<file path="src/rtl/serializador_matriz.sv">
// Serializer for a packed DIM x DIM signed-byte matrix: captures on request and streams
// elements row-major with row/column tags, using a one-deep pending buffer for gapless reuse.
module serializador_matriz #(
   parameter int unsigned DIM    = 5,
   parameter int unsigned ELEM_W = 8
) (
   input  logic                       clock,
   input  logic                       reset,
   input  logic                       capture,
   input  logic [DIM*DIM*ELEM_W-1:0]  matriz_in,
   input  logic                       out_ready,
   output logic                       out_valid,
   output logic [ELEM_W-1:0]          out_data,
   output logic [$clog2(DIM)-1:0]     out_linha,
   output logic [$clog2(DIM)-1:0]     out_coluna,
   output logic                       out_last,
   output logic                       busy,
   output logic                       pend_full,
   output logic                       overrun,
   input  logic                       clear_overrun
);

   localparam int unsigned NElem = DIM * DIM;
   localparam int unsigned MatW  = NElem * ELEM_W;
   localparam int unsigned IW    = $clog2(NElem);
   localparam int unsigned LW    = $clog2(DIM);
   localparam logic [IW-1:0] LastIdx = IW'(NElem - 1);
   localparam logic [LW-1:0] ColMax  = LW'(DIM - 1);

   typedef enum logic {StIdle, StSend} state_t;

   state_t              state_q, state_d;
   logic [IW-1:0]       idx_q, idx_d;
   logic [LW-1:0]       lin_q, lin_d;
   logic [LW-1:0]       col_q, col_d;
   logic [MatW-1:0]     active_q, active_d;
   logic [MatW-1:0]     pending_q, pending_d;
   logic                pend_full_q, pend_full_d;
   logic                overrun_q, overrun_d;
   logic [ELEM_W-1:0]   data_q, data_d;
   logic                last_q, last_d;

   logic xfer, last_xfer, drop;

   assign xfer      = (state_q == StSend) && out_ready;
   assign last_xfer = xfer && (idx_q == LastIdx);

   always_comb begin
      state_d     = state_q;
      idx_d       = idx_q;
      lin_d       = lin_q;
      col_d       = col_q;
      active_d    = active_q;
      pending_d   = pending_q;
      pend_full_d = pend_full_q;
      overrun_d   = overrun_q;
      drop        = 1'b0;

      unique case (state_q)
         StIdle: begin
            if (capture) begin
               active_d = matriz_in;
               idx_d    = '0;
               lin_d    = '0;
               col_d    = '0;
               state_d  = StSend;
            end
         end
         StSend: begin
            if (last_xfer) begin
               idx_d = '0;
               lin_d = '0;
               col_d = '0;
               if (pend_full_q) begin
                  active_d = pending_q;
                  if (capture) begin
                     pending_d = matriz_in;
                  end else begin
                     pend_full_d = 1'b0;
                  end
               end else if (capture) begin
                  active_d = matriz_in;
               end else begin
                  state_d = StIdle;
               end
            end else begin
               if (xfer) begin
                  idx_d = idx_q + 1'b1;
                  if (col_q == ColMax) begin
                     col_d = '0;
                     lin_d = lin_q + 1'b1;
                  end else begin
                     col_d = col_q + 1'b1;
                  end
               end
               if (capture) begin
                  if (!pend_full_q) begin
                     pending_d   = matriz_in;
                     pend_full_d = 1'b1;
                  end else begin
                     drop = 1'b1;
                  end
               end
            end
         end
         default: state_d = StIdle;
      endcase

      // A dropped capture outranks a simultaneous clear.
      if (clear_overrun) overrun_d = 1'b0;
      if (drop)          overrun_d = 1'b1;
   end

   // Output element is selected from next-state so out_data lines up with the registered tags.
   always_comb begin
      data_d = '0;
      for (int i = 0; i < int'(NElem); i++) begin
         if (idx_d == IW'(i)) data_d = active_d[ELEM_W*i +: ELEM_W];
      end
      last_d = (state_d == StSend) && (idx_d == LastIdx);
   end

   always_ff @(posedge clock or posedge reset) begin
      if (reset) begin
         state_q     <= StIdle;
         idx_q       <= '0;
         lin_q       <= '0;
         col_q       <= '0;
         active_q    <= '0;
         pending_q   <= '0;
         pend_full_q <= 1'b0;
         overrun_q   <= 1'b0;
         data_q      <= '0;
         last_q      <= 1'b0;
      end else begin
         state_q     <= state_d;
         idx_q       <= idx_d;
         lin_q       <= lin_d;
         col_q       <= col_d;
         active_q    <= active_d;
         pending_q   <= pending_d;
         pend_full_q <= pend_full_d;
         overrun_q   <= overrun_d;
         data_q      <= data_d;
         last_q      <= last_d;
      end
   end

   assign out_valid  = (state_q == StSend);
   assign busy       = (state_q == StSend);
   assign out_data   = data_q;
   assign out_linha  = lin_q;
   assign out_coluna = col_q;
   assign out_last   = last_q;
   assign pend_full  = pend_full_q;
   assign overrun    = overrun_q;

   a_hold: assert property (@(posedge clock) disable iff (reset)
      (out_valid && !out_ready) |=> (out_valid && $stable(out_data) && $stable(out_linha)
                                     && $stable(out_coluna) && $stable(out_last)));

   a_last: assert property (@(posedge clock) disable iff (reset)
      out_last |-> (out_valid && out_linha == ColMax && out_coluna == ColMax));

endmodule

</file>
<file path="config.mk">
export PLATFORM = sky130hd
export DESIGN_NAME = serializador_matriz
export DESIGN_NICKNAME = d
export VERILOG_FILES = /design/src/rtl/serializador_matriz.sv
export SDC_FILE = /design/constraint.sdc
export NUM_CORES = 1
export LEC_CHECK = 0
export CORE_ASPECT_RATIO = 1.75
export CORE_MARGIN = 2
export CORE_UTILIZATION = 50
export CTS_CLUSTER_DIAMETER = 200
export DETAILED_ROUTE_END_ITERATION = 8
export GPL_ROUTABILITY_DRIVEN = 0
export PLACE_DENSITY_LB_ADDON = 0.3
export SLEW_MARGIN = 20
export SYNTH_ARGS = -nofsm -noshare
export SYNTH_HDL_FRONTEND = slang
export SYNTH_SLANG_ARGS = --single-unit
export TNS_END_PERCENT = 20
</file>
<file path="constraint.sdc">
create_clock -name clock -period 15.6 [get_ports clock]
set_input_delay 2.34 -clock clock [delete_from_list [all_inputs] [get_ports clock]]
set_output_delay 2.34 -clock clock [all_outputs]
set_load 0.1 [all_outputs]
</file>
==> results.cfg <==
[run_status]
status = finished, final reports clean

[grt]
gr-total-overflow = 0
grt_pass1_wl_um = 92800
grt_max_degree = 197
grt_pass1_vias = 15794
track_usage_pct = 30.86
antenna_found_initial = 0

[setup_path]
required_ps = 16060
crit_path_top_delay_cell = clkdlybuf4s50_1
arrival_ps = 6880
worstSetupPathType = in -> reg
path_cells = clkdlybuf4s50_1 -> and3_1 -> and2_4 -> buf_4 -> a22oi_1 -> nand2_1 -> nor3_1 -> a2111oi_0 -> a311oi_1 -> a2111o_1 -> a31oi_1
endpoint_kind = flip-flop
start_kind = input pin
r2r_slack_ps = 10850
path_max_fanout = 87
critPathMaxStageDelay_ps = 930

[floorplan]
row_count = 94
boundaryPins = 224
die-height_um = 262.5
die_area_um2 = 39820
coreArea_um2 = 37640
die_w_um = 151.7
start_util_pct = 50.72

[sta]
report.final.slew_viol_count = 0
fin_skew_ps = 21.67
finalCritPeriodShare_pct = 41.18
worst-slew-pin-transition_ps = 1158
hold-worst-slack_ps = 482.8
max_slew_margin_pct = 22.78
fmax_ghz = 0.1557
rsz0062_at_grt = no
finalSetupViolations = 0
hold_viol = 0
fin_crit_ps = 6423
fin_tns_setup_ps = 0

[clock_network]
cts-buffers-inserted = 39
postCtsHoldBufs = 0
ctsResizeCount = 0
post_cts_buffers = 0
cts_tree = built
htreeDepth = 2
cts.sinks = 423
clockBufferDepth = 3
path_clk_slew_ps = 70
cts_root_buf = clkbuf_16
clock_latency_ps = 550

[cells_and_area]
syn_to_final_growth_pct = 19.95
finish.utilization_pct = 60.83
layout.cells.non_filler = 2398
nets = 2101
layout-drive-gt1-share_pct = 16.42
fillers = 3031
antennaDiodeCount = 0

[synth]
synth_area_leaders = dfrtp_1, mux2_2, nand2_1
ys_types = 88
yosysWarnings = 0
ys_seq_area_share_pct = 55.45
synth.avg_cell_area_um2 = 11.09
async_flop_share_pct = 100.0
syn_inst = 1721
synth_top_area_share_pct = 55.45
synth-edff-count = 0
syn_nets = 1931
synth-main-ff-cell = dfrtp_1
yosysTopAreaCell = dfrtp_1
synth_seq_cells = 423
synth_area_um2 = 19090

[power]
sw_frac_of_total_pct = 36.90
pwr-share-clk_pct = 22.1
p_int_mw = 2.832
p_switching_mw = 1.656
sequentialPowerShare_pct = 41.7
p_comb_share_pct = 36.2
peakVddDrop_mv = 0.1349
p_per_area_nw_per_um2 = 196.0
p_leak_nw = 10.26
power.total_mw = 4.488

[flow_run]
cap_violations = 0

[routing]
initialDrtViolationCount = 1704
firstDrtPassIters = 6
num_vias = 15449
drc = 0
final_antenna_net_count = 0
avgRoutedWirePerCell_um = 25.74
detail_route.wirelength_um = 61720
post_drt_via_cell_ratio = 6.442

[place]
port-buffer-count = 223
post-place-cells = 2330
dp_hpwl_um = 41570

[min_path]
min_path_type = reg -> reg
-- cell usage in the layout (no fill, tap or decap), types with 6 or more instances in the layout --
| cell | netlist | final |
|---|---|---|
| and2_1 | 8 | 8 |
| o21ai_1 | 6 | 6 |
| clkdlybuf4s50_1 | 0 | 223 |
| dfrtp_1 | 423 | 423 |
| a21oi_1 | 36 | 36 |
| nand2_1 | 376 | 376 |
| and3_1 | 12 | 12 |
| a22o_1 | 14 | 14 |
| a222oi_1 | 22 | 22 |
| o21ai_0 | 24 | 24 |
| a221oi_1 | 9 | 9 |
| nor2_1 | 24 | 24 |
| o211ai_1 | 17 | 17 |
| clkbuf_16 | 0 | 39 |
| nand2b_1 | 6 | 6 |
| nor2b_1 | 9 | 9 |
| a31oi_1 | 8 | 8 |
| clkbuf_8 | 0 | 9 |
| inv_1 | 34 | 33 |
| nor3_1 | 16 | 16 |
| buf_4 | 5 | 19 |
| clkinv_2 | 0 | 7 |
| a211oi_1 | 6 | 6 |
| o22ai_1 | 19 | 19 |
| mux2_2 | 200 | 200 |
| a22oi_1 | 185 | 185 |
| nand3_1 | 25 | 25 |
-- per-layer routing --
metal | GRT usage [%] | vias to the layer above | share of wire, %
met5 | 0 | - | 0
met4 | 20.37 | 0 | 8.3
met3 | 4.740 | 239 | 7.8
met2 | 51.62 | 891 | 50
met1 | 36.23 | 7702 | 34
li1 | - | 6617 | -
-- metrics by stage --
step	worst slack [ps]	cell area, um2
2_1_floorplan	1483	19090
3_3_place_gp	8804	21580
3_5_place_dp	8769	21580
4_1_cts	9333	22880
5_1_grt	8994	22900
6_report	9177	22900
-- Yosys cell counts, types with 4 or more instances --
master / count
a221oi_1: 9
mux2_2: 200
mux2i_1: 5
buf_2: 57
a221o_1: 5
nand3_1: 25
a21oi_1: 36
a31oi_1: 8
clkbuf_1: 39
o21ai_0: 24
nor2_1: 24
nor3_1: 16
a211oi_1: 6
ha_1: 5
buf_6: 5
a22oi_1: 185
nor2b_1: 9
o22ai_1: 19
o221ai_1: 4
buf_4: 5
o21ai_1: 6
a222oi_1: 22
o31a_1: 4
a32o_1: 4
and3_1: 12
o22a_1: 5
buf_1: 12
inv_1: 34
dfrtp_1: 423
a32oi_1: 5
and2_1: 8
nand2b_1: 6
nand2_1: 376
o211ai_1: 17
a211oi_2: 4
nor4_1: 4
a22o_1: 14
-- path summary, 6_finish.rpt --
path                       depth (start not counted)                          to                     from
setup reg to reg                                  12       out_data[5]$_DFF_PP0_       idx_q[0]$_DFF_PP0_
hold / removal                                     2     active_q[149]$_DFF_PP0_  active_q[149]$_DFF_PP0_
max in group asynchronous                          4       active_q[1]$_DFF_PP0_                    reset
setup / recovery                                  11       out_data[5]$_DFF_PP0_                out_ready
hold reg to reg                                    2     active_q[149]$_DFF_PP0_  active_q[149]$_DFF_PP0_
min in group asynchronous                          2  pending_q[164]$_DFFE_PP0P_                    reset
-- registers in the layout (all words and copies together) (netlist names) --
register    count
pending_q     200
out_linha       3
active_q      200
overrun         1
out_data        8
pend_full       1
out_last        1
out_coluna      3
busy            1
idx_q           5
-- layout make-up --
type	count	area, um2	area share [%]
Multi-Input combinational cell	1145	7816	34.14
Sequential cell	423	10590	46.23
Clock inverter	15	187.7	0.8197
Timing Repair Buffer	247	2449	10.69
Tap cell	480	600.6	2.623
Clock buffer	53	1119	4.886
Inverter	35	138.9	0.6066
-- kinds of logic after synthesis --
kind of cell | share of synthesized area [%]
buf+inv | 3.677
compound gates | 16.83
fa+ha+maj | 0.3277
mux | 12.18
flops | 55.45
simple gates | 11.54
-- critical path: cells and delay by family --
family / cells / cell delay, ps
AO/OA/AOI/OAI: 5 / 1320
AND/OR/NAND/NOR: 4 / 1230
buffers and inverters: 2 / 1780
-- power by group through the flow --
stage | Clock, mW | Combinational (mW) | Sequential, mW
after floorplan | 0 | 0.961 | 1.93
after detailed placement | 0 | 1.58 | 1.87
after CTS | 0.997 | 1.59 | 1.86
after global placement | 0 | 1.54 | 1.85
final | 0.990 | 1.63 | 1.87
after global routing | 1.04 | 1.72 | 1.92
No activity file was read; power rests on OpenSTA's default activity.
